## config.mk

```make
export PLATFORM = sky130hd
export DESIGN_NAME = raster_cmd_source_flat
export DESIGN_NICKNAME = d
export VERILOG_FILES = /design/src/rtl/raster_cmd_if.sv /design/src/rtl/raster_cmd_source.sv /design/src/flat_wrapper.sv
export SDC_FILE = /design/constraint.sdc
export NUM_CORES = 1
export LEC_CHECK = 0
export BUFFER_PORTS_ARGS = -buffer_cell sky130_fd_sc_hd__buf_2
export CAP_MARGIN = 15
export CORE_MARGIN = 2
export CORE_UTILIZATION = 25
export DETAILED_ROUTE_END_ITERATION = 8
export GPL_ROUTABILITY_DRIVEN = 0
export GPL_TIMING_DRIVEN = 0
export PLACE_DENSITY = 0.37
export SKIP_CTS_REPAIR_TIMING = 1
export SLEW_MARGIN = 20
export SYNTH_ARGS = -nofsm -noshare
export SYNTH_HDL_FRONTEND = slang
export SYNTH_SLANG_ARGS = --single-unit
export TNS_END_PERCENT = 100
```

## constraint.sdc

```tcl
create_clock -name clk -period 5.45 [get_ports clk]
set_clock_uncertainty 0.1 [all_clocks]
set_input_delay 0.8175 -clock clk [delete_from_list [all_inputs] [get_ports clk]]
set_output_delay 0.8175 -clock clk [all_outputs]
set_load 0.05 [all_outputs]
```

## src/rtl/raster_cmd_if.sv

```systemverilog
// Command channel into the raster stream head: one register write per accepted transfer.
interface raster_cmd_if;
    logic        cmd_valid;
    logic        cmd_ready;
    logic [10:0] cmd_target;
    logic [11:0] cmd_reg;
    logic [11:0] cmd_data;

    modport master (output cmd_valid, cmd_target, cmd_reg, cmd_data, input cmd_ready);
    modport slave  (input cmd_valid, cmd_target, cmd_reg, cmd_data, output cmd_ready);
endinterface

```

## src/rtl/raster_cmd_source.sv

```systemverilog
// Head-of-chain stream generator: a fixed programming window draining queued
// register writes, followed by a full background raster scan, every frame.
module raster_cmd_source #(
    parameter int unsigned  H_ACTIVE   = 640,
    parameter int unsigned  V_ACTIVE   = 480,
    parameter int unsigned  PROG_SLOTS = 32,
    parameter int unsigned  FIFO_DEPTH = 16,
    parameter logic [11:0]  BG_COLOR   = 12'h000,
    localparam int unsigned LVL_W      = $clog2(FIFO_DEPTH + 1)
) (
    input  logic             clk,
    input  logic             rst_n,
    input  logic             enable,
    raster_cmd_if.slave      cmd_bus,
    output logic             program_out,
    output logic [10:0]      x_out,
    output logic [11:0]      y_out,
    output logic [11:0]      data_out,
    output logic             frame_start,
    output logic [LVL_W-1:0] fifo_level
);
    localparam int unsigned AW     = $clog2(FIFO_DEPTH);
    localparam int unsigned SLOT_W = $clog2(PROG_SLOTS + 1);
    localparam int unsigned X_W    = 11;
    localparam int unsigned Y_W    = 12;

    typedef struct packed {
        logic [10:0] target;
        logic [11:0] reg_id;
        logic [11:0] data;
    } cmd_t;

    typedef enum logic [1:0] {ST_IDLE, ST_PROG, ST_SCAN} state_t;

    state_t            state;
    logic [SLOT_W-1:0] slot;
    logic [X_W-1:0]    col;
    logic [Y_W-1:0]    row;

    cmd_t              mem [FIFO_DEPTH];
    logic [AW-1:0]     wr_ptr;
    logic [AW-1:0]     rd_ptr;
    logic [LVL_W-1:0]  count;
    logic              push_c;
    logic              pop_c;
    cmd_t              head_c;

    assign cmd_bus.cmd_ready = rst_n && (count < LVL_W'(FIFO_DEPTH));
    assign push_c            = cmd_bus.cmd_valid && cmd_bus.cmd_ready;
    assign pop_c             = (state == ST_PROG) && (count != '0);
    assign head_c            = mem[rd_ptr];
    assign fifo_level        = count;

    // Storage needs no reset: occupancy is tracked by count alone.
    always_ff @(posedge clk) begin
        if (push_c) begin
            mem[wr_ptr] <= '{target: cmd_bus.cmd_target,
                             reg_id: cmd_bus.cmd_reg,
                             data:   cmd_bus.cmd_data};
        end
    end

    always_ff @(posedge clk or negedge rst_n) begin
        if (!rst_n) begin
            wr_ptr <= '0;
            rd_ptr <= '0;
            count  <= '0;
        end else begin
            if (push_c) wr_ptr <= wr_ptr + AW'(1);
            if (pop_c)  rd_ptr <= rd_ptr + AW'(1);
            case ({push_c, pop_c})
                2'b10:   count <= count + LVL_W'(1);
                2'b01:   count <= count - LVL_W'(1);
                default: count <= count;
            endcase
        end
    end

    // Sequencer; each edge emits the word belonging to the state being left.
    always_ff @(posedge clk or negedge rst_n) begin
        if (!rst_n) begin
            state       <= ST_IDLE;
            slot        <= '0;
            col         <= '0;
            row         <= '0;
            program_out <= 1'b0;
            x_out       <= '0;
            y_out       <= '0;
            data_out    <= '0;
            frame_start <= 1'b0;
        end else begin
            program_out <= 1'b1;
            x_out       <= 11'h7FF;
            y_out       <= 12'hFFF;
            data_out    <= 12'h000;
            frame_start <= 1'b0;
            case (state)
                ST_IDLE: begin
                    if (enable) begin
                        state <= ST_PROG;
                        slot  <= '0;
                    end
                end
                ST_PROG: begin
                    if (pop_c) begin
                        x_out    <= head_c.target;
                        y_out    <= head_c.reg_id;
                        data_out <= head_c.data;
                    end
                    if (slot == SLOT_W'(PROG_SLOTS - 1)) begin
                        state <= ST_SCAN;
                        col   <= '0;
                        row   <= '0;
                    end else begin
                        slot <= slot + SLOT_W'(1);
                    end
                end
                ST_SCAN: begin
                    program_out <= 1'b0;
                    x_out       <= col;
                    y_out       <= row;
                    data_out    <= BG_COLOR;
                    frame_start <= (col == '0) && (row == '0);
                    if (col == X_W'(H_ACTIVE - 1)) begin
                        col <= '0;
                        if (row == Y_W'(V_ACTIVE - 1)) begin
                            row   <= '0;
                            slot  <= '0;
                            state <= enable ? ST_PROG : ST_IDLE;
                        end else begin
                            row <= row + Y_W'(1);
                        end
                    end else begin
                        col <= col + X_W'(1);
                    end
                end
                default: state <= ST_IDLE;
            endcase
        end
    end
endmodule

```

## src/flat_wrapper.sv

```systemverilog
// flat-port wrapper written by rule: the top's interface ports become plain ports
module raster_cmd_source_flat 
#(
    parameter int unsigned  H_ACTIVE   = 640,
    parameter int unsigned  V_ACTIVE   = 480,
    parameter int unsigned  PROG_SLOTS = 32,
    parameter int unsigned  FIFO_DEPTH = 16,
    parameter logic [11:0]  BG_COLOR   = 12'h000,
    localparam int unsigned LVL_W      = $clog2(FIFO_DEPTH + 1)
)
  (clk, rst_n, enable, program_out, x_out, y_out, data_out, frame_start, fifo_level, cmd_bus_cmd_valid, cmd_bus_cmd_target, cmd_bus_cmd_reg, cmd_bus_cmd_data, cmd_bus_cmd_ready);
  raster_cmd_if cmd_bus_i ();
  input  logic clk;
  input  logic rst_n;
  input  logic enable;
  output logic program_out;
  output logic [10:0] x_out;
  output logic [11:0] y_out;
  output logic [11:0] data_out;
  output logic frame_start;
  output logic [LVL_W-1:0] fifo_level;
  input wire logic [$bits(cmd_bus_i.cmd_valid)-1:0] cmd_bus_cmd_valid;
  input wire logic [$bits(cmd_bus_i.cmd_target)-1:0] cmd_bus_cmd_target;
  input wire logic [$bits(cmd_bus_i.cmd_reg)-1:0] cmd_bus_cmd_reg;
  input wire logic [$bits(cmd_bus_i.cmd_data)-1:0] cmd_bus_cmd_data;
  output wire logic [$bits(cmd_bus_i.cmd_ready)-1:0] cmd_bus_cmd_ready;
  assign cmd_bus_i.cmd_valid = cmd_bus_cmd_valid;
  assign cmd_bus_i.cmd_target = cmd_bus_cmd_target;
  assign cmd_bus_i.cmd_reg = cmd_bus_cmd_reg;
  assign cmd_bus_i.cmd_data = cmd_bus_cmd_data;
  assign cmd_bus_cmd_ready = cmd_bus_i.cmd_ready;
  raster_cmd_source #(.H_ACTIVE(H_ACTIVE), .V_ACTIVE(V_ACTIVE), .PROG_SLOTS(PROG_SLOTS), .FIFO_DEPTH(FIFO_DEPTH), .BG_COLOR(BG_COLOR)) u_core (.clk(clk), .rst_n(rst_n), .enable(enable), .cmd_bus(cmd_bus_i), .program_out(program_out), .x_out(x_out), .y_out(y_out), .data_out(data_out), .frame_start(frame_start), .fifo_level(fifo_level));
endmodule
```

==> results of run 1 <==
placed cells by master, fill, tap and decap left out, types with 25 or more instances in the layout:
cell type  Yosys  routed
edfxtp_1     560     560
mux4_2       152     152
buf_2         19     100
dfrtp_1       81      81
clkbuf_16      0      80
clkbuf_1      39      61
nand2_1       44      44
o21ai_0       43      43
mux2_2        27      27
mux2i_1       25      25
flip-flops by register name, summed over array words and instances, names as in the netlist:
name	cells
u_core.y_out	12
u_core.slot	6
u_core.state	2
u_core.fifo_level	5
u_core.x_out	11
u_core.row	12
u_core.mem	560
u_core.col	11
u_core.frame_start	1
u_core.wr_ptr	4
u_core.data_out	12
u_core.rd_ptr	4
u_core.program_out	1
worst paths after layout:
| kind | start | end | slack [ns] | cells after the start |
|---|---|---|---|---|
| min in group asynchronous | rst_n | u_core.fifo_level[2]$_DFFE_PN0P_ | 0.57 | 2 |
| setup / recovery | rst_n | u_core.mem[1][15]$_DFFE_PP_ | 1.71 | 10 |
| hold / removal | u_core.fifo_level[4]$_DFFE_PN0P_ | u_core.fifo_level[4]$_DFFE_PN0P_ | 0.42 | 1 |
| max in group asynchronous | rst_n | u_core.x_out[3]$_DFF_PN0_ | 4.02 | 3 |
| setup reg to reg | u_core.rd_ptr[1]$_DFFE_PN0P_ | u_core.y_out[10]$_DFF_PN0_ | 1.85 | 7 |
| hold reg to reg | u_core.fifo_level[4]$_DFFE_PN0P_ | u_core.fifo_level[4]$_DFFE_PN0P_ | 0.42 | 1 |
final cells by class:
cell class / count / area [um2] / share of cell area, %
Antenna cell: 2 / 5.00 / 0.0163
Buffer: 66 / 312 / 1.02
Clock buffer: 107 / 2140 / 6.99
Clock inverter: 37 / 355 / 1.16
Inverter: 16 / 60.1 / 0.196
Multi-Input combinational cell: 520 / 6090 / 19.9
Sequential cell: 641 / 18800 / 61.5
Tap cell: 1298 / 1620 / 5.30
Timing Repair Buffer: 133 / 1230 / 4.02
metal layers:
| layer | global-route usage, % | up-vias | wire length [um] | share of wire [%] |
|---|---|---|---|---|
| met1 | 18.7 | 6849 | 32500 | 45 |
| met5 | 0 | - | 48 | 0.067 |
| met3 | 2.68 | 106 | 2720 | 3.8 |
| met4 | 3.86 | 8 | 1570 | 2.2 |
| met2 | 23.5 | 230 | 35100 | 49 |
| li1 | - | 5505 | - | - |
kinds of logic after synthesis:
group | share of synthesized area [%]
buf+inv | 1.47
compound gates | 2.50
xor+xnor | 0.730
fa+ha+maj | 0.844
mux | 15.9
flops | 74.8
simple gates | 3.80
stage by stage:
step | std cells | setup WS, ns | TNS, ns | hold WS, ns
5_1_grt | 2818 | 1.44 | 0 | 0.439
6_report | 2820 | 1.71 | 0 | 0.424
2_1_floorplan | 1243 | 0.250 | 0 | 0.375
3_5_place_dp | 2673 | 1.60 | 0 | 0.413
3_3_place_gp | 2622 | -5.11 | -1866.59 | 0.413
4_1_cts | 2817 | 1.77 | 0 | -0.0305
power groups by stage:
stage | clock, mW | combinational, mW | sequential, mW
2_1_floorplan | 0 | 2.82 | 6.48
3_3_place_gp | 0 | 5.16 | 5.96
3_5_place_dp | 0 | 5.25 | 5.94
4_1_cts | 5.24 | 5.26 | 5.84
5_1_grt | 5.43 | 5.48 | 5.88
6_report | 5.08 | 5.09 | 5.84
critical path: cells and delay by family:
family / cells / cell delay, ns
and+or+nand+nor: 4 / 1.27
buffers and inverters: 6 / 1.80
==> impl_metrics.env, run 1 <==
export IMPL_setup_violations=0
export IMPL_timing_fmax_mhz=267
export IMPL_detail_route_iter0_violations=1106
export IMPL_yosysSeqAreaShare_pct=74.8
export IMPL_syn_area_um2=25200
export IMPL_worstHoldPathType="flip-flop to flip-flop"
export IMPL_wl_um=71900
export IMPL_netlist_instances=1243
export IMPL_pwr_share_seq_pct=36.5
export IMPL_comb_power_share_pct=31.8
export IMPL_placedInstanceArea_um2=28100
export IMPL_period_minus_slack_ns=3.74
export IMPL_startpoint_type="input pin"
export IMPL_clkPwrFrac_pct=31.7
export IMPL_synthTopCellsByCount="edfxtp_1, mux4_2, dfrtp_1"
export IMPL_core_um2=100000
export IMPL_yosysWarningCount=0
export IMPL_wire_per_inst_um=25.5
export IMPL_num_fill_cells=9650
export IMPL_grt_start_max_net_pins=56
export IMPL_ys_flop_type="edfxtp_1"
export IMPL_slew_violations=0
export IMPL_synth_top_area_cell="edfxtp_1"
export IMPL_finalPower_mw=16.0
export IMPL_cts_tree="yes"
export IMPL_async_flop_share_pct=12.6
export IMPL_design_area_um2=30700
export IMPL_clkTransAtPathRegs_ns=0.05
export IMPL_cp_required_ns=5.66
export IMPL_clkSinkCount=641
export IMPL_path_cells="dlygate4sd3_1 > buf_6 > nor2b_1 > and2_1 > clkbuf_1 > nand2_1 > nor3_2 > buf_6 > buf_4 > buf_4"
export IMPL_grt_pass1_wl_um=103000
export IMPL_fp_dieArea_um2=103000
export IMPL_ys_types=54
export IMPL_critPathMaxFanout=28
export IMPL_die_x_um=321
export IMPL_syn_area_per_cell_um2=20.3
export IMPL_vdd_ir_drop_max_mv=0.260
export IMPL_utilization_pct=30.7
export IMPL_finalHoldViolCount=0
export IMPL_leakagePower_nw=10.2
export IMPL_postSynthNetCount=1299
export IMPL_clockBufferDepth=3
export IMPL_crit_arrival_ns=3.95
export IMPL_synth_top_cell_area_share_pct=66.8
export IMPL_synth_seq_cells=641
export IMPL_routed_via_density=4.50
export IMPL_grt_ovfl_total=0
export IMPL_end_kind="flip-flop"
export IMPL_final_nets=1512
export IMPL_root_buffer="clkbuf_16"
export IMPL_htreeDepth=3
export IMPL_die_y_um=321
export IMPL_start_util_pct=25.2
export IMPL_boundaryPins=82
export IMPL_path_class="input pin to flip-flop"
export IMPL_grtUsageTotal_pct=14.1
export IMPL_maxSlewHeadroom_pct=24.6
export IMPL_p_per_area_nw_per_um2=522
export IMPL_crit_slowest_cell="nor3_2"
export IMPL_drive_gt1_share_pct=31.2
export IMPL_num_rows=116
export IMPL_grt_pass1_vias=13697
export IMPL_power_switching_mw=5.32
export IMPL_ant_nets=0
export IMPL_rsz0062_at_grt="false"
export IMPL_first_pass_iters=5
export IMPL_hpwlAfterDp_um=48700
export IMPL_clk_latency_ns=0.64
export IMPL_routed_via_count=12698
export IMPL_antenna_found_initial=8
export IMPL_swShare_pct=33.2
export IMPL_synth_enable_flop_cells=560
export IMPL_worstMarginPinSlew_ns=1.13
export IMPL_areaGrowthSynthToFinish_pct=21.7
export IMPL_post_route_drc_count=0
export IMPL_status="finished clean"
export IMPL_period_share_pct=68.6
export IMPL_synth_most_common_cell="edfxtp_1"
export IMPL_place_port_buffers=81
export IMPL_p_int_mw=10.7
export IMPL_slowest_delay_ns=0.59
export IMPL_cts_made_buffers=78
export IMPL_synth_area_leaders="edfxtp_1, mux4_2, dfrtp_1"
export IMPL_cap_violations=0
Power figures use the tool's default switching activity.
==> run 2, diff against run 1 <==
Settings changed: PLACE_DENSITY 0.37 to 0.38.
Clock period 5.45 ns to 3.1 ns, I/O delays scaled along.
==> impl_metrics.env, run 2 (same netlist as run 1, synthesis figures left out) <==
export IMPL_boundaryPins=82
export IMPL_hpwlAfterDp_um=47700
export IMPL_antenna_found_initial=10
export IMPL_drive_gt1_share_pct=32.4
export IMPL_first_pass_iters=5
export IMPL_cap_violations=0
export IMPL_fp_dieArea_um2=103000
export IMPL_critPathMaxFanout=10
export IMPL_wire_per_inst_um=25.5
export IMPL_worstHoldPathType="input pin to flip-flop"
export IMPL_areaGrowthSynthToFinish_pct=23.0
export IMPL_grt_pass1_vias=13481
export IMPL_crit_arrival_ns=3.27
export IMPL_grt_ovfl_total=0
export IMPL_largest_reg_flops=560
export IMPL_largest_register="u_core.mem"
export IMPL_crit_slowest_cell="mux4_2"
export IMPL_cp_required_ns=3.46
export IMPL_worstMarginPinSlew_ns=1.05
export IMPL_clockBufferDepth=3
export IMPL_maxSlewHeadroom_pct=29.7
export IMPL_ant_nets=0
export IMPL_root_buffer="clkbuf_16"
export IMPL_grt_pass1_wl_um=102000
export IMPL_finalPower_mw=28.4
export IMPL_die_y_um=321
export IMPL_htreeDepth=3
export IMPL_slew_violations=0
export IMPL_timing_fmax_mhz=343
export IMPL_cts_tree="yes"
export IMPL_path_cells="buf_2 > buf_2 > clkbuf_4 > mux4_2 > mux2i_1 > and2_1 > o211ai_1"
export IMPL_num_rows=116
export IMPL_grtUsageTotal_pct=14.0
export IMPL_clkTransAtPathRegs_ns=0.06
export IMPL_num_fill_cells=9683
export IMPL_die_x_um=321
export IMPL_final_common_cell="edfxtp_1"
export IMPL_status="finished clean"
export IMPL_routed_via_density=4.55
export IMPL_finalHoldViolCount=0
export IMPL_period_share_pct=94.0
export IMPL_cpMostUsedCell="buf_2"
export IMPL_path_class="flip-flop to flip-flop"
export IMPL_end_kind="flip-flop"
export IMPL_cts_made_buffers=75
export IMPL_p_per_area_nw_per_um2=915
export IMPL_period_minus_slack_ns=2.91
export IMPL_startpoint_type="flip-flop"
export IMPL_clk_latency_ns=0.63
export IMPL_clkSinkCount=641
export IMPL_leakagePower_nw=10.2
export IMPL_routed_via_count=12783
export IMPL_grt_start_max_net_pins=50
export IMPL_start_util_pct=25.2
export IMPL_utilization_pct=31.0
export IMPL_setup_violations=0
export IMPL_vdd_ir_drop_max_mv=0.569
export IMPL_core_um2=100000
export IMPL_place_port_buffers=81
export IMPL_detail_route_iter0_violations=1014
export IMPL_final_cell_mix="edfxtp_1, mux4_2, buf_2, dfrtp_1, clkbuf_16"
export IMPL_final_nets=1505
export IMPL_slowest_delay_ns=0.55
export IMPL_wl_um=71700
export IMPL_post_route_drc_count=0
run 2: area by class of cell:
type / count / area, um2 / share of cell area, %
Clock buffer: 101 / 2160 / 6.96
Buffer: 66 / 342 / 1.10
Antenna cell: 2 / 5.00 / 0.0162
Tap cell: 1298 / 1620 / 5.24
Clock inverter: 38 / 359 / 1.16
Timing Repair Buffer: 129 / 1440 / 4.64
Sequential cell: 641 / 18800 / 60.8
Inverter: 16 / 60.1 / 0.194
Multi-Input combinational cell: 520 / 6160 / 19.9
run 2: path summary, 6_finish.rpt:
kind                                              start  cells after the start                      endpoint  slack, ns
setup / recovery           u_core.rd_ptr[0]$_DFFE_PN0P_                      7     u_core.y_out[8]$_DFF_PN0_       0.19
hold / removal                      cmd_bus_cmd_reg[11]                      1  u_core.mem[13][23]$_DFFE_PP_       0.11
setup reg to reg           u_core.rd_ptr[0]$_DFFE_PN0P_                      7     u_core.y_out[8]$_DFF_PN0_       0.19
hold reg to reg              u_core.slot[1]$_DFFE_PN0P_                      2    u_core.slot[1]$_DFFE_PN0P_       0.45
max in group asynchronous                         rst_n                      3     u_core.x_out[5]$_DFF_PN0_       2.05
min in group asynchronous                         rst_n                      3    u_core.slot[0]$_DFFE_PN0P_       0.56
run 2: power by group:
part	switching, mW	leakage, nW	internal, mW	total (mW)
Clock	3.61	1.23	5.32	8.94
Sequential	0.258	6.06	10.0	10.3
Combinational	5.63	2.95	3.51	9.14
run 2: routing by layer:
metal,GRT usage (%),wire [um]
met1,19.4,32900
met4,4.04,1520
met5,0,84
met2,22.1,33700
met3,3.07,3520
run 2: critical path: cells and delay by family, from the launching register on:
kind,cells,cell delay [ns]
flip-flops,1,0.36
buffers and inverters,3,1.15
multiplexers,2,0.82
AND/OR/NAND/NOR,1,0.19
AO/OA/AOI/OAI,1,0.14
run 2: per-stage QoR:
stage | std cells | setup WS, ns | area (um2) | hold slack, ns | TNS [ns]
after floorplan | 1243 | -0.0155 | 25300 | 0.0694 | -1.09
after detailed placement | 2667 | -0.508 | 28400 | 0.341 | -110.14
after global routing | 2810 | -0.00639 | 31000 | 0.0986 | -0.00639
final | 2811 | 0.186 | 31000 | 0.112 | 0
after CTS | 2806 | -0.448 | 30900 | -0.332 | -5.92
after global placement | 2622 | -3.74 | 27300 | 0.422 | -1871.34
==> run 3, diff against run 2 <==
Settings changed: SETUP_SLACK_MARGIN from default to 0.4.
==> impl_metrics.env, run 3 (same netlist as run 1, synthesis figures left out) <==
export IMPL_clkPwrFrac_pct=31.4
export IMPL_areaGrowthSynthToFinish_pct=25.5
export IMPL_final_common_cell="edfxtp_1"
export IMPL_setup_slack_ns=0.332
export IMPL_slew_violations=0
export IMPL_final_setup_tns_ns=0
export IMPL_period_minus_slack_ns=2.77
export IMPL_utilization_pct=31.6
export IMPL_boundaryPins=82
export IMPL_finalHoldViolCount=0
export IMPL_dpl_worst_slack_ns=-0.385
export IMPL_cap_violations=0
export IMPL_die_x_um=321
export IMPL_grt_pass1_wl_um=103000
export IMPL_cts_tree="yes"
export IMPL_grt_pass1_vias=13715
export IMPL_placedInstanceArea_um2=28500
export IMPL_clkTransAtPathRegs_ns=0.06
export IMPL_ant_nets=0
export IMPL_largest_reg_flops=560
export IMPL_cp_top_family="simple AND/OR/NAND/NOR gates"
export IMPL_wl_um=73800
export IMPL_comb_power_share_pct=33.0
export IMPL_cpMostUsedCell="nand2_1"
export IMPL_vdd_ir_drop_max_mv=0.655
export IMPL_stdcell_count=2836
export IMPL_wire_per_inst_um=26.0
export IMPL_whs_ns=0.110
export IMPL_place_port_buffers=81
export IMPL_num_fill_cells=9585
export IMPL_final_nets=1534
export IMPL_die_y_um=321
export IMPL_core_um2=100000
export IMPL_path_cells="nor2_2 > nand2_1 > nand2_1 > clkbuf_2 > o21ai_0 > o211ai_1"
export IMPL_place_inst=2668
export IMPL_root_buffer="clkbuf_16"
export IMPL_grt_ovfl_total=0
export IMPL_cp_required_ns=3.44
export IMPL_fp_dieArea_um2=103000
export IMPL_leakagePower_nw=10.6
export IMPL_p_int_mw=19.3
export IMPL_finalPower_mw=28.9
export IMPL_post_route_drc_count=0
export IMPL_start_util_pct=25.2
export IMPL_slowest_delay_ns=0.56
export IMPL_num_rows=116
export IMPL_first_pass_iters=5
export IMPL_swShare_pct=33.3
export IMPL_pwr_share_seq_pct=35.6
export IMPL_period_share_pct=89.3
export IMPL_p_per_area_nw_per_um2=914
export IMPL_path_class="flip-flop to flip-flop"
export IMPL_detail_route_iter0_violations=957
export IMPL_worstMarginPinSlew_ns=1.16
export IMPL_clkSinkCount=641
export IMPL_seq_area_um2=18800
export IMPL_timing_fmax_mhz=361
export IMPL_routed_via_density=4.59
export IMPL_final_cell_mix="edfxtp_1, mux4_2, buf_2, dfrtp_1, clkbuf_16"
export IMPL_htreeDepth=3
export IMPL_critPathBufInv=1
export IMPL_maxSlewHeadroom_pct=22.6
export IMPL_status="finished clean"
export IMPL_cts_made_buffers=75
export IMPL_setup_violations=0
export IMPL_design_area_um2=31600
export IMPL_clockBufferDepth=3
export IMPL_clk_latency_ns=0.63
export IMPL_grt_start_max_net_pins=61
export IMPL_hpwlAfterDp_um=49300
export IMPL_multi_input_area_um2=6220
export IMPL_drive_gt1_share_pct=35.3
export IMPL_routed_via_count=13015
export IMPL_crit_arrival_ns=3.11
export IMPL_crit_slowest_cell="o211ai_1"
export IMPL_largest_register="u_core.mem"
export IMPL_power_switching_mw=9.62
export IMPL_worstHoldPathType="input pin to flip-flop"
export IMPL_critPathMaxFanout=10
export IMPL_grtUsageTotal_pct=14.2
export IMPL_startpoint_type="flip-flop"
export IMPL_end_kind="flip-flop"
export IMPL_rsz0062_at_grt="true"
export IMPL_antenna_found_initial=8
==> run 3: cell types whose count changed in the layout (fill, tap and decap cells not counted), sizes merged <==
cell	before	now
buf	146	180
bufinv	5	9
clkbuf	149	139
clkinv	25	23
diode	2	1
dlygate4sd3	1	3
inv	19	17
==> run 3: metal layers <==
metal  track usage, %  wire length (um)  share of wire [%]  vias to the layer above
met2             22.7             34700                 47                      288
met5                0                46              0.062                        -
met4             3.41              1260                1.7                        8
met1             19.9             34400                 47                     7055
li1                 -                 -                  -                     5564
met3             2.83              3350                4.5                      100
==> run 3: final timing paths <==
| kind | from | endpoint | slack (ns) | cells past startpoint |
|---|---|---|---|---|
| setup / recovery | u_core.fifo_level[3]$_DFFE_PN0P_ | u_core.y_out[7]$_DFF_PN0_ | 0.33 | 6 |
| hold / removal | cmd_bus_cmd_data[4] | u_core.mem[4][4]$_DFFE_PP_ | 0.11 | 1 |
| setup reg to reg | u_core.fifo_level[3]$_DFFE_PN0P_ | u_core.y_out[7]$_DFF_PN0_ | 0.33 | 6 |
| hold reg to reg | u_core.fifo_level[4]$_DFFE_PN0P_ | u_core.fifo_level[4]$_DFFE_PN0P_ | 0.45 | 1 |
| max in group asynchronous | rst_n | u_core.y_out[2]$_DFF_PN0_ | 1.87 | 5 |
| min in group asynchronous | rst_n | u_core.col[0]$_DFFE_PN0P_ | 0.51 | 3 |
==> run 3: cell type report <==
| type | count | share of cell area (%) |
|---|---|---|
| Buffer | 66 | 1.54 |
| Clock inverter | 38 | 1.61 |
| Inverter | 16 | 0.202 |
| Multi-Input combinational cell | 520 | 19.7 |
| Timing Repair Buffer | 158 | 5.74 |
| Sequential cell | 641 | 59.6 |
| Antenna cell | 1 | 0.00792 |
| Tap cell | 1298 | 5.14 |
| Clock buffer | 98 | 6.47 |
==> run 3: power groups by stage <==
| stage | Combinational, mW | Clock, mW | Sequential, mW |
|---|---|---|---|
| 2_1_floorplan | 5.09 | 0 | 11.4 |
| 3_3_place_gp | 9.26 | 0 | 10.5 |
| 3_5_place_dp | 9.40 | 0 | 10.5 |
| 4_1_cts | 9.43 | 9.35 | 10.3 |
| 5_1_grt | 10.2 | 9.67 | 10.4 |
| 6_report | 9.52 | 9.07 | 10.3 |
